<file path="config.mk">
export PLATFORM = sky130hd
export DESIGN_NAME = car_sequencer
export DESIGN_NICKNAME = d
export VERILOG_FILES = /design/src/rtl/car_sequencer.sv
export SDC_FILE = /design/constraint.sdc
export NUM_CORES = 1
export LEC_CHECK = 0
export ABC_AREA = 1
export CAP_MARGIN = 40
export CORE_UTILIZATION = 50
export CTS_BUF_LIST = sky130_fd_sc_hd__clkbuf_8
export CTS_CLUSTER_DIAMETER = 200
export DETAILED_ROUTE_END_ITERATION = 10
export PLACE_DENSITY = 0.74
export SKIP_LAST_GASP = 1
export SYNTH_ARGS = -nofsm -noshare
export SYNTH_HDL_FRONTEND = slang
export SYNTH_SLANG_ARGS = --single-unit
export TNS_END_PERCENT = 1
</file>
<file path="constraint.sdc">
create_clock -name clk -period 4.1 [get_ports clk]
set_clock_uncertainty 0.05 [all_clocks]
set_input_delay 0.615 -clock clk [delete_from_list [all_inputs] [get_ports clk]]
set_output_delay 0.615 -clock clk [all_outputs]
set_load 0.01 [all_outputs]
</file>
<file path="src/rtl/car_sequencer.sv">
// Sensor-side car emulator: drives {outer,inner} through the enter/exit photo-sensor
// pattern with programmable per-phase dwell. Optional back-out support under CARSEQ_ABORT_EN.
module car_sequencer #(
  parameter int DWELL_W = 8,
  parameter int CNT_W   = 8
) (
  input  logic               clk,
  input  logic               reset,
  input  logic               start,
  input  logic               dir,
  input  logic [DWELL_W-1:0] dwell,
`ifdef CARSEQ_ABORT_EN
  input  logic               abort,
  output logic               aborted,
`endif
  output logic               outer,
  output logic               inner,
  output logic               busy,
  output logic               done,
  output logic [CNT_W-1:0]   enter_cnt,
  output logic [CNT_W-1:0]   exit_cnt
);

`ifdef CARSEQ_ABORT_EN
  typedef enum logic [2:0] {IDLE, PH1, PH2, PH3, BACK} state_t;
`else
  typedef enum logic [1:0] {IDLE, PH1, PH2, PH3} state_t;
`endif

  localparam logic [DWELL_W-1:0] DWELL_ONE = DWELL_W'(1);
  localparam logic [CNT_W-1:0]   CNT_ONE   = CNT_W'(1);

  // {outer,inner} for a given state; BACK replays the first phase as the car reverses out
  function automatic logic [1:0] pattern(input state_t s, input logic d);
    case (s)
      PH1:     pattern = d ? 2'b01 : 2'b10;
      PH2:     pattern = 2'b11;
      PH3:     pattern = d ? 2'b10 : 2'b01;
`ifdef CARSEQ_ABORT_EN
      BACK:    pattern = d ? 2'b01 : 2'b10;
`endif
      default: pattern = 2'b00;
    endcase
  endfunction

  state_t             state_q, state_d;
  logic               dir_q, dir_d;
  logic [DWELL_W-1:0] dwell_q, dwell_d;
  logic [DWELL_W-1:0] cnt_q, cnt_d;
  logic [CNT_W-1:0]   enter_cnt_q, enter_cnt_d;
  logic [CNT_W-1:0]   exit_cnt_q, exit_cnt_d;
  logic [1:0]         lines_q, lines_d;
  logic               busy_q, busy_d;
  logic               done_q, done_d;
`ifdef CARSEQ_ABORT_EN
  logic               aborted_q, aborted_d;
`endif
  logic               expired;

  always_comb begin
    state_d     = state_q;
    dir_d       = dir_q;
    dwell_d     = dwell_q;
    cnt_d       = cnt_q;
    enter_cnt_d = enter_cnt_q;
    exit_cnt_d  = exit_cnt_q;
    done_d      = 1'b0;
`ifdef CARSEQ_ABORT_EN
    aborted_d   = 1'b0;
`endif
    expired     = (cnt_q == '0);

    case (state_q)
      IDLE: begin
        if (start) begin
          state_d = PH1;
          dir_d   = dir;
          dwell_d = dwell;
          cnt_d   = dwell;
        end
      end
      PH1: begin
`ifdef CARSEQ_ABORT_EN
        if (abort) begin
          state_d   = IDLE;
          aborted_d = 1'b1;
        end else
`endif
        if (expired) begin
          state_d = PH2;
          cnt_d   = dwell_q;
        end else begin
          cnt_d = cnt_q - DWELL_ONE;
        end
      end
      PH2: begin
`ifdef CARSEQ_ABORT_EN
        if (abort) begin
          state_d = BACK;
          cnt_d   = dwell_q;
        end else
`endif
        if (expired) begin
          state_d = PH3;
          cnt_d   = dwell_q;
        end else begin
          cnt_d = cnt_q - DWELL_ONE;
        end
      end
      PH3: begin
        if (expired) begin
          state_d = IDLE;
          done_d  = 1'b1;
          if (dir_q) exit_cnt_d  = exit_cnt_q + CNT_ONE;
          else       enter_cnt_d = enter_cnt_q + CNT_ONE;
        end else begin
          cnt_d = cnt_q - DWELL_ONE;
        end
      end
`ifdef CARSEQ_ABORT_EN
      BACK: begin
        if (expired) begin
          state_d   = IDLE;
          aborted_d = 1'b1;
        end else begin
          cnt_d = cnt_q - DWELL_ONE;
        end
      end
`endif
      default: state_d = IDLE;
    endcase

    // Lines and busy are registered from the next state so they track it with no input-to-output path
    lines_d = pattern(state_d, dir_d);
    busy_d  = (state_d != IDLE);
  end

  always_ff @(posedge clk or negedge reset) begin
    if (!reset) begin
      state_q     <= IDLE;
      dir_q       <= 1'b0;
      dwell_q     <= '0;
      cnt_q       <= '0;
      enter_cnt_q <= '0;
      exit_cnt_q  <= '0;
      lines_q     <= 2'b00;
      busy_q      <= 1'b0;
      done_q      <= 1'b0;
`ifdef CARSEQ_ABORT_EN
      aborted_q   <= 1'b0;
`endif
    end else begin
      state_q     <= state_d;
      dir_q       <= dir_d;
      dwell_q     <= dwell_d;
      cnt_q       <= cnt_d;
      enter_cnt_q <= enter_cnt_d;
      exit_cnt_q  <= exit_cnt_d;
      lines_q     <= lines_d;
      busy_q      <= busy_d;
      done_q      <= done_d;
`ifdef CARSEQ_ABORT_EN
      aborted_q   <= aborted_d;
`endif
    end
  end

  assign outer     = lines_q[1];
  assign inner     = lines_q[0];
  assign busy      = busy_q;
  assign done      = done_q;
  assign enter_cnt = enter_cnt_q;
  assign exit_cnt  = exit_cnt_q;
`ifdef CARSEQ_ABORT_EN
  assign aborted   = aborted_q;
`endif

endmodule

</file>
==> impl_summary.md, run 1 <==
Global route
Global routing used approximately a fifth of the available tracks across all layers. The final global-route overflow total is 0. The via count of the first global-routing pass is roughly 1,500. The maximum number of pins on one net before global-route repair is 29. The first global-routing pass estimated approximately 7000 µm of wire. The initial antenna violation count is 0.

Synthesis
The total nets after synthesis is 269. The synthesized instance count is 248. Of all cell types, the one taking the most synthesized area is sky130_fd_sc_hd__dfrtp_1. Yosys mapped the design onto 31 distinct sky130hd cell types. By area the synthesized netlist is led by sky130_fd_sc_hd__dfrtp_1 45%, sky130_fd_sc_hd__nand2_1 8.0%, sky130_fd_sc_hd__o21ai_0 5.3%, sky130_fd_sc_hd__ha_1 5.2%, sky130_fd_sc_hd__xor2_1 4.9%. The per-instance average area after synthesis is around 8.7 µm². Counting flops and latches in the post-synthesis netlist gives 39. The post-synthesis instance area is 2160 µm². The area share of the largest cell type after synthesis is between 40% and 50%.

The sequential cell area fraction in the yosys report is 45.1%. For this run, the number of Yosys warnings is 0.

Final layout
The post-layout net count is a little over 300. The top cell types in the final layout, fill and taps aside, are 46 x sky130_fd_sc_hd__nand2_1, 39 x sky130_fd_sc_hd__dfrtp_1, 30 x sky130_fd_sc_hd__clkdlybuf4s50_1. The library cell used most frequently in the layout, excluding fill and tap cells, is sky130_fd_sc_hd__nand2_1.

Once layout is complete, the cells apart from fillers number between 300 and 400. The utilization after layout is 64.3%. The number of diodes is 0. The fraction of layout instances using a drive strength above 1 is between 10% and 20%. The filler cells instantiated in the layout total between 300 and 400.

The synthesis-to-finish area growth is 21.3%.

Place
The placer's final routability congestion estimate is 0.847. Buffers placed on the I/O ports in this run total 31. The total instance count after detailed placement is 324.

The HPWL after detailed placement is 3020 µm.

Detailed routing
The total number of vias is between 1,500 and 2,000. The first-pass iteration count of the detailed router is 4. In this run, the number of DRC markers left after iteration 0 of detailed routing was between 100 and 150.

The uppermost metal layer occupied by signal nets is met4. The average vias per placed instance is approximately 5. After detailed routing, the average wire length per cell comes to approximately 13 µm. The length of routed met3 wiring is 148 µm.

Wire segments on met2 add up to about 1900 µm in the final route. The detail route stage leaves a number of antenna-violating nets equal to 0. The total routed wirelength is around 4200 µm.

After detailed routing, the wire length on met1 is slightly above 2000 µm. The remaining design rule violation count is 0.

Timing
The number of hold violations in the final report came to 0. The maximum clock rate is just under 500 MHz. In the finished design, the share of the clock period the worst path needs comes to between 50% and 60%. The max-slew violation total from the final report came to 0. In this run the tightest slew margin relative to its limit is 61.3%. The time the worst path needs with I/O delays and setup is 2050 ps. After routing, the total negative slack on setup checks comes to 0 ps. For the pin with the worst max-slew slack, the measured transition is approximately 580 ps. Setup violations remaining at the end of the flow were counted as 0. Setup repair after global routing left no endpoint under its margin.

Floorplan
The area of the die is 4600 µm². The die is 67.8 µm wide. The area inside the core boundary is around 4100 µm². The cell row count is 23. The die is 67.8 µm tall. 32 I/O pins were placed.

The starting density of the core is a little over half.

Setup path
The cell with the biggest individual delay on the critical path is sky130_fd_sc_hd__clkdlybuf4s50_1. Walking the worst path, the cells encountered are clkdlybuf4s50_1, nand2_1, o21ai_0, inv_1, o21ai_0, nand2_1. In this run the critical register-to-register path is captured at lines_q[1]. The number of stages on the worst setup path is 6.

The kind of start point of the critical path is an input port. The critical path startpoint is start. The number of cells on the worst reg-to-reg path is 7.

The largest single stage delay on the critical path is roughly 500 ps. The worst setup slack for register-to-register paths is ~2100 ps. Grouping stages by cell kind, the critical path spends the most delay in buffers and inverters. The critical path arrival is 2190 ps.

For the worst setup path, the data required time is 4240 ps. The reg-to-reg startpoint is state_q[1]. In this run the worst path has a maximum fanout of 18. The end point of the critical path is lines_q[1]. The worst setup path is captured at a flop.

The type of the worst setup path is in2reg. The number of buffers and inverters on the critical path is 2.

Run status
The flow ran to the end, and the final reports show no timing, DRC or antenna violations.

Power
The worst-case IR drop observed on VDD is around 180 µV. For this design the static power due to leakage is 1.28 nW. In this run the power density over the cells is between 200 and 300 nW/µm².

CTS
The H-tree was split into 2 levels. In this run, CTS created clock tree buffers numbering 5. TritonCTS built the clock tree. The tree is rooted in a sky130_fd_sc_hd__clkbuf_8. The worst-skew pair later-pin latency is 290 ps.

The count of hold-fix buffers inserted at cts is 0. The clock transition at the registers of the reported paths is around 90 ps. The setup fix buffers added after clock tree synthesis is 0. The maximum buffer depth of the clock tree is 2.

Gates resized during post-CTS repair numbered 0. The tree built by TritonCTS fans out to 39 sinks.

Flow run
Across the run, the number of max-cap violations was 0.

Hold path
The class of the tightest hold or removal check is in2async.
## flip-flops by register name (all words and copies together), names as in the netlist
| register | count |
|---|---|
| busy | 1 |
| cnt_q | 8 |
| dir_q | 1 |
| done | 1 |
| dwell_q | 8 |
| enter_cnt | 8 |
| exit_cnt | 8 |
| lines_q | 2 |
| state_q | 2 |
## synthesized netlist by cell type
library cell               count
sky130_fd_sc_hd__inv_2         2
sky130_fd_sc_hd__buf_2         1
sky130_fd_sc_hd__dfrtp_1      39
sky130_fd_sc_hd__nand3_1      12
sky130_fd_sc_hd__a21boi_1      1
sky130_fd_sc_hd__nor3_2        3
sky130_fd_sc_hd__inv_4         1
sky130_fd_sc_hd__nand3_2       1
sky130_fd_sc_hd__nand3b_1      1
sky130_fd_sc_hd__clkbuf_1      3
sky130_fd_sc_hd__a21oi_1      11
sky130_fd_sc_hd__nor3_1        1
sky130_fd_sc_hd__buf_6         2
sky130_fd_sc_hd__a31oi_1       4
sky130_fd_sc_hd__mux2_2        2
sky130_fd_sc_hd__nand4_1       5
sky130_fd_sc_hd__nor2_4        1
sky130_fd_sc_hd__xnor2_1       6
sky130_fd_sc_hd__mux2_4        2
sky130_fd_sc_hd__xor2_1       12
sky130_fd_sc_hd__nand2_4       2
sky130_fd_sc_hd__o21ai_2       4
sky130_fd_sc_hd__nand2_1      46
sky130_fd_sc_hd__nand2_2       4
sky130_fd_sc_hd__inv_1        27
sky130_fd_sc_hd__o21a_1        1
sky130_fd_sc_hd__o21ai_1       3
sky130_fd_sc_hd__ha_1          9
sky130_fd_sc_hd__nor2_1       17
sky130_fd_sc_hd__o21ai_0      23
sky130_fd_sc_hd__nor2_2        2
## where the power goes
part	total [W]	internal, W	switching, W
Clock	0.000324	0.000181	0.000143
Sequential	0.000384	0.000384	0
Combinational	0.0000227	0.0000112	0.0000116
## routing by layer
layer | GRT usage [%] | up-vias
met5 | 0 | -
li1 | - | 865
met4 | 7.81 | 0
met1 | 28.5 | 762
met2 | 32.7 | 28
met3 | 3.72 | 7
## metrics by stage
stage	instance area [µm²]	setup slack, ps	hold slack, ps	total power [W]
final	2630	2050	151	0.000731
after global routing	2630	1780	172	0.000755
after CTS	2630	2050	161	0.000737
after detailed placement	2510	1740	409	0.000415
after global placement	2490	1840	406	0.000413
after floorplan	2160	2530	269	0.000394
## area by class of cell
| cell class | count | area, µm² | area share, % |
|---|---|---|---|
| multi-input combinational | 173 | 1030 | 39.4 |
| sequential | 39 | 976 | 37.2 |
| timing repair buffer | 32 | 325 | 12.4 |
| inverter | 30 | 115 | 4.38 |
| clock buffer | 5 | 68.8 | 2.62 |
| tap | 50 | 62.6 | 2.38 |
| clock inverter | 3 | 43.8 | 1.67 |
## kinds of logic (layout without fill, tap and decap cells)
| family | after synthesis | in the layout | synth area share [%] |
|---|---|---|---|
| simple gates | 95 | 95 | 20.9 |
| buf+inv | 36 | 70 | 7.11 |
| flops | 39 | 39 | 45.1 |
| compound gates | 47 | 47 | 12.0 |
| mux | 4 | 4 | 2.43 |
| fa+ha+maj | 9 | 9 | 5.20 |
| xor+xnor | 18 | 18 | 7.28 |
## worst min path at each step
stage,start,to,cells past startpoint
final,reset,enter_cnt[3],1
after global routing,reset,enter_cnt[2],1
after CTS,reset,enter_cnt[6],1
after detailed placement,enter_cnt[7],enter_cnt[7],1
after global placement,enter_cnt[7],enter_cnt[7],1
after floorplan,reset,busy,0
(Power assumes the default switching activity.)
==> run 2: changes to the inputs <==
--- a/config.mk
+++ b/config.mk
@@ -11,7 +11,7 @@
 export CTS_BUF_LIST = sky130_fd_sc_hd__clkbuf_8
 export CTS_CLUSTER_DIAMETER = 200
 export DETAILED_ROUTE_END_ITERATION = 10
-export PLACE_DENSITY = 0.74
+export PLACE_DENSITY = 0.77
 export SKIP_LAST_GASP = 1
 export SYNTH_ARGS = -nofsm -noshare
 export SYNTH_HDL_FRONTEND = slang
==> constraint.sdc (replaced) <==
create_clock -name clk -period 1.7 [get_ports clk]
set_clock_uncertainty 0.05 [all_clocks]
set_input_delay 0.255 -clock clk [delete_from_list [all_inputs] [get_ports clk]]
set_output_delay 0.255 -clock clk [all_outputs]
set_load 0.01 [all_outputs]
==> impl_summary.md, run 2 (synthesis results as in run 1) <==
Final layout
The synthesis-to-finish area growth is 28.4%. The post-layout net count is 320. For this run, the share of the core covered by cells in the final layout is between 60 and 70%. The repair_antennas step left the layout with diodes totalling 0. The area used by multi-input combinational logic is between 1000 and 1500 µm². The final instance count without filler cells is 350. Fill cells in the final layout number about 350. Leaving out fill and tap cells, the most frequent cell in the layout is sky130_fd_sc_hd__nand2_1. In the layout the commonest cells are 45 x sky130_fd_sc_hd__nand2_1, 39 x sky130_fd_sc_hd__dfrtp_1, 30 x sky130_fd_sc_hd__clkdlybuf4s50_1. In the final layout, the share of cells above drive strength 1 is 20.0%.

The finished cells cover between 2000 and 3000 µm². The register cell area after layout is a little under 1000 µm².

CTS
After clock tree synthesis, the clock-pin slew on the worst setup and hold paths is roughly 80 ps. TritonCTS created 5 clock buffers. In this run the number of H-tree levels came out at 2. The maximum buffer depth of the clock tree is 2. The worst-skew pair later-pin latency is around 300 ps. The CTS tree is yes.

For this design, the sink count on the clock tree is 39. The clock root buffer is sky130_fd_sc_hd__clkbuf_8.

Flow run
The number of max-cap violations is 0.

Global route
Entering global routing, the biggest net connects 21 pins. The global router's overall resource usage is a little over a fifth. The initial antenna violation count came to 0. The first global-routing pass estimated 7380 µm of wire. The via count of the first global-routing pass is 1,719. For this run the aggregate overflow at the end of global routing stands at 0.

Timing
The share of the clock period used by the worst path after layout is a little over nine tenths. The worst path meets setup with roughly 64 ps of slack. The worst path in the final design needs a cycle of approximately 1600 ps, including I/O delays and setup. The max-slew violation total from the final report came to 0. The slew at the pin closest to its max-slew limit is ~480 ps. Timing would allow up to around 610 MHz. The number of hold violations in the final report was 0.

Setup repair after global routing could not meet its margin everywhere. The headroom to the max-slew limit is slightly below 70%. For the final routed database, the setup TNS stands at 0 ps. Setup violations remaining at the end of the flow were counted as 0.

Setup path
The signal on the critical path passes through inv_1, ha_1, buf_4, a31oi_1, o21ai_0, nand2_1, o21ai_2. The data required time of the worst path is roughly 1800 ps. The kind of start point of the critical path is a flop. In this run the worst path has a maximum fanout of 6.

The slowest stage of the critical path belongs to the cell sky130_fd_sc_hd__dfrtp_1. The type of the worst setup path is reg2reg. The family of cells with the greatest summed delay on the critical path is flip-flops.

The longest individual stage delay on the worst path is 430 ps. The critical path buffer and inverter count is 2. The worst setup path is captured at a flop. The critical path arrival is 1770 ps.

Place
The post-placement setup slack is -2.98 ps. Once detailed placement completed, the half-perimeter wirelength came to approximately 3300 µm. In this run, placement finished with an instance count of 340. At the end of routability-driven placement, the weighted congestion stood at slightly above 0.9.

In this run the tool buffered the top-level ports with 31 buffer cells. Once placement finished, the instance area stood at around 2600 µm².

Floorplan
Pin placement for this block handled 32 I/O pins. The cell row count is 23. The area of the die is approximately 4600 µm².

The area inside the core boundary is just over 4000 µm². The vertical extent of the die is a little under 70 µm. The die width is a little under 70 µm. The starting density of the core is a little over half.

Detailed routing
The remaining design rule violation count is 0. The number of DRC markers in iteration 0 is 67. In this run the remaining antenna-violating nets after routing total 0. The average vias per placed instance is between 5 and 6. In the final routed layout, each cell accounts on average for about 13 µm.

The total number of vias is 1,781. Summed over all layers, the routed wires come to about 4400 µm. The first-pass iteration count of the detailed router is 5.

Power
The leakage dissipation is 1.36 nW. The maximum resistive drop on vdd is between 300 and 400 µV. Power spread over the standard cell area amounts to around 570 nW/µm².

Run status
The run finished with clean final reports.

Hold path
The class of the tightest hold or removal check is in2async.
[run 2: changes by cell type in the layout (fill, tap and decap cells not counted), moves of 2 or more]
cell                      delta
sky130_fd_sc_hd__o21ai_2     +2
sky130_fd_sc_hd__inv_1       -2
sky130_fd_sc_hd__buf_4      +17
sky130_fd_sc_hd__inv_2       +3
sky130_fd_sc_hd__o21ai_1     +3
sky130_fd_sc_hd__o21ai_0     -5
sky130_fd_sc_hd__ha_1        -2
[run 2: layout make-up]
| type | count | share of cell area [%] |
|---|---|---|
| clock buffers | 5 | 2.48 |
| clock inverters | 3 | 0.585 |
| inverters | 30 | 4.14 |
| multi-input cells | 173 | 38.8 |
| flip-flops and latches | 39 | 35.1 |
| well taps | 50 | 2.25 |
| repair buffers | 50 | 16.7 |
[run 2: what timing repair did]
item,in CTS,in global routing
hold buffers,1,0
endpoints found under the setup margin,1,15
endpoints found under the hold margin,19,0
pin swaps,0,3
buffers inserted,0,1
gates resized for setup,1,17
[run 2: power breakdown]
group          switching, W  internal [W]
Sequential                0      0.000927
Combinational     0.0000284     0.0000283
Clock              0.000322      0.000280
[run 2: per-layer routing]
| layer | wire [µm] | global-route usage, % | vias to the layer above | share of wire (%) |
|---|---|---|---|---|
| met5 | 0 | 0 | - | 0 |
| met4 | 117 | 10.9 | 0 | 2.6 |
| met3 | 188 | 4.56 | 10 | 4.2 |
| met2 | 2100 | 35.5 | 40 | 47 |
| met1 | 2030 | 27.4 | 825 | 46 |
| li1 | - | - | 906 | - |
[run 2: through the flow]
stage | total power [W] | hold WS, ps
2_1_floorplan | 0.000951 | -90.6
3_3_place_gp | 0.00100 | 187
3_5_place_dp | 0.00100 | 196
4_1_cts | 0.00161 | 417
5_1_grt | 0.00165 | 447
6_report | 0.00159 | 393
[run 2: worst paths after layout]
path                        startpoint     endpoint  slack [ps]  depth (start not counted)
max in group asynchronous        reset   dwell_q[5]         730                          3
hold / removal                   reset         busy         390                          2
setup / recovery            state_q[1]     cnt_q[4]          60                          7
min in group clk           exit_cnt[7]  exit_cnt[7]         420                          1
setup reg to reg            state_q[1]     cnt_q[4]          60                          7
hold reg to reg            exit_cnt[7]  exit_cnt[7]         420                          1
==> run 3: changes to the inputs <==
--- a/config.mk
+++ b/config.mk
@@ -11,7 +11,7 @@
 export CTS_BUF_LIST = sky130_fd_sc_hd__clkbuf_8
 export CTS_CLUSTER_DIAMETER = 200
 export DETAILED_ROUTE_END_ITERATION = 10
-export PLACE_DENSITY = 0.77
+export PLACE_DENSITY = 0.76
 export SKIP_LAST_GASP = 1
 export SYNTH_ARGS = -nofsm -noshare
 export SYNTH_HDL_FRONTEND = slang
==> impl_summary.md, run 3 (synthesis results as in run 1) <==
Run status
The run finished with clean final reports.

Final layout
The count of fill cells added during filler insertion is around 340. The utilization after layout is around two thirds. Compared with the post-synthesis result, the final layout area differs by 28.1%. The number of diodes is 0. In the layout the commonest cells are 45 x sky130_fd_sc_hd__nand2_1, 39 x sky130_fd_sc_hd__dfrtp_1, 30 x sky130_fd_sc_hd__clkdlybuf4s50_1. Summing all multi-input logic gate instances after layout gives about 1100 µm². Leaving out fill and tap cells, the most frequent cell in the layout is sky130_fd_sc_hd__nand2_1. The register cell area after layout is ~980 µm². For this run, the post-layout net count is around 320. The finished cells cover 2770 µm². The fraction of layout instances using a drive strength above 1 is 19.7%.

CTS
The clock drives 39 sinks. The clock passes through at most 2 buffers. The number of levels the H-tree was split into is 2.

Clock tree synthesis selected as its root buffer the cell sky130_fd_sc_hd__clkbuf_8. Clock latency on the worst-skew pair, taken at its later pin, is ~300 ps. Clock-pin slew was measured on the worst setup and hold paths at roughly 80 ps. TritonCTS built the clock tree.

Clock tree synthesis inserted a total of 5 buffers.

Timing
The max-slew violation total from the final report came to 0. For the pin with the worst max-slew slack, the measured transition is around 480 ps. The number of hold violations in the final report was 0. The time the worst path needs with I/O delays and setup is between 1500 and 2000 ps. In this run the tightest slew margin relative to its limit is roughly two thirds. The worst path uses roughly 96% of the clock period. On the final layout, the worst hold slack is roughly 390 ps.

The maximum clock rate is roughly 600 MHz. Setup repair after global routing could not meet its margin everywhere. The number of setup violations in the final report is 0.

Global route
The via count of the first global-routing pass came to roughly 1,700. Global routing consumed, on the met1 layer, between 20 and 30% of the routing resources. The met2 layer usage reported by global route is 35.8%.

The wire length of the first global-routing pass is 7450 µm. Across every metal layer, demand over resource in global routing totals 22.4%. The final global-route overflow total is 0. The initial antenna violation count is 0.

For met3 alone, demand over resource in global routing was 4.73%. The maximum number of pins on one net before global-route repair is 22. After global routing, the most crowded layer is met2.

Floorplan
The initialized floorplan defines 23 standard-cell rows. The boundary pin count is 32. The starting density of the core is 53.0%. In this run the horizontal extent of the chip is a little under 70 µm. The area inside the core boundary is a little over 4000 µm². The vertical extent of the die is 67.8 µm.

The floorplan step defined a die boundary enclosing 4600 µm².

Setup path
The reg-to-reg startpoint is cnt_q[3]. STA classifies the critical path startpoint as a flop. Tracing the worst setup path back leads to its startpoint at cnt_q[3]. Of all nets on the critical path, the largest fanout is 4.

At the worst endpoint, the arrival time is 1810 ps. The endpoint identified for the worst register-to-register timing path is enter_cnt[7]. The worst register-to-register path has a depth of 9. STA classifies the critical path endpoint as a flop.

In this run the worst setup path terminates at enter_cnt[7]. The data required time of the worst path is ~1900 ps. The worst setup slack for register-to-register paths is 70 ps. The type of the worst setup path is reg2reg.

Power
In this run switching power makes up 23.4% of total power. The power share of the combinational group is under 10%. The leakage dissipation is roughly 1.3 nW.

The part of the total power dissipated in the clock network is 39.2%. The power density over the cells is just under 600 nW/µm². The sequential cell fraction of total power is between 50% and 60%. The switching power of the nets is 0.000378 W. The internal power of the cells totals 0.00124 W. The maximum resistive drop on vdd is ~470 µV.

Detailed routing
The remaining design rule violation count is 0. For this run, the detailed router's first-pass iteration total came to 4. The average vias per placed instance is between 5 and 6. Summing over every cut layer, the via total after detailed routing is about 1,800.

The number of DRC markers in iteration 0 is 100. The number of nets with antenna violations after routing is 0. The total routed wirelength is about 4700 µm. The detailed-route wire length per cell is 13.3 µm.

Place
The number of buffers added on ports is 31. The half-perimeter wire length after detailed placement is between 3000 and 4000 µm. The total cell area at the placement stage is between 2000 and 3000 µm².

Routability-driven placement finished with a final weighted congestion of about 0.9.

Hold path
In this run the worst hold path is classified as in2async.

Flow run
The tool flagged a number of max-cap violations equal to 0.
==> run 3: area by class of cell <==
type / instances / area share, %
Timing Repair Buffer: 49 / 17.1
Inverter: 30 / 4.15
Multi-Input combinational cell: 173 / 38.1
Clock buffer: 5 / 2.48
Clock inverter: 3 / 0.722
Tap cell: 50 / 2.26
Sequential cell: 39 / 35.2
==> run 3: power by group through the flow <==
stage	clock network, W	logic, W	registers (W)
final	0.000635	0.0000568	0.000927
after global routing	0.000682	0.0000646	0.000927
after CTS	0.000645	0.0000585	0.000927
after detailed placement	0	0.0000565	0.000945
after global placement	0	0.0000560	0.000945
after floorplan	0	0.00000556	0.000946
==> run 3: how the worst min path moves through the flow <==
stage	depth (start not counted)	start	to
5_1_grt	1	enter_cnt[7]	enter_cnt[7]
6_report	2	reset	cnt_q[7]
3_3_place_gp	1	reset	enter_cnt[3]
2_1_floorplan	0	reset	busy
4_1_cts	2	reset	enter_cnt[3]
3_5_place_dp	1	reset	enter_cnt[3]
==> run 3: through the flow <==
step | setup slack, ps | setup TNS, ps | power [W] | instances
3_5_place_dp | 37.4 | 0 | 0.00100 | 337
5_1_grt | -22.8 | -62.7 | 0.00167 | 349
2_1_floorplan | 130 | 0 | 0.000951 | 248
3_3_place_gp | 58.3 | 0 | 0.00100 | 337
4_1_cts | 27.7 | 0 | 0.00163 | 346
6_report | 71.4 | 0 | 0.00162 | 349
==> run 3: per-layer routing <==
layer / vias to the layer above / share of wire (%) / wire [µm]
li1: 903 / - / -
met1: 837 / 45 / 2090
met2: 51 / 48 / 2240
met3: 11 / 4.5 / 210
met4: 0 / 2.4 / 111
met5: - / 0 / 0
==> run 3: repair_timing <==
item                                   in CTS  in global routing
setup endpoints to repair                   0                 13
gates resized for setup                     0                 14
endpoints found under the hold margin      18                  0
setup buffers                               0                  2
hold buffers                                1                  0
==> run 3: worst max-delay path, stage by stage (launching register included) <==
cell	delay, ps
sky130_fd_sc_hd__dfrtp_1	410
sky130_fd_sc_hd__nor2_2	150
sky130_fd_sc_hd__nand2_2	80
sky130_fd_sc_hd__inv_2	90
sky130_fd_sc_hd__nand2_4	70
sky130_fd_sc_hd__nor2_4	200
sky130_fd_sc_hd__buf_6	140
sky130_fd_sc_hd__nand2_1	80
sky130_fd_sc_hd__nor3_2	140
sky130_fd_sc_hd__xor2_1	150
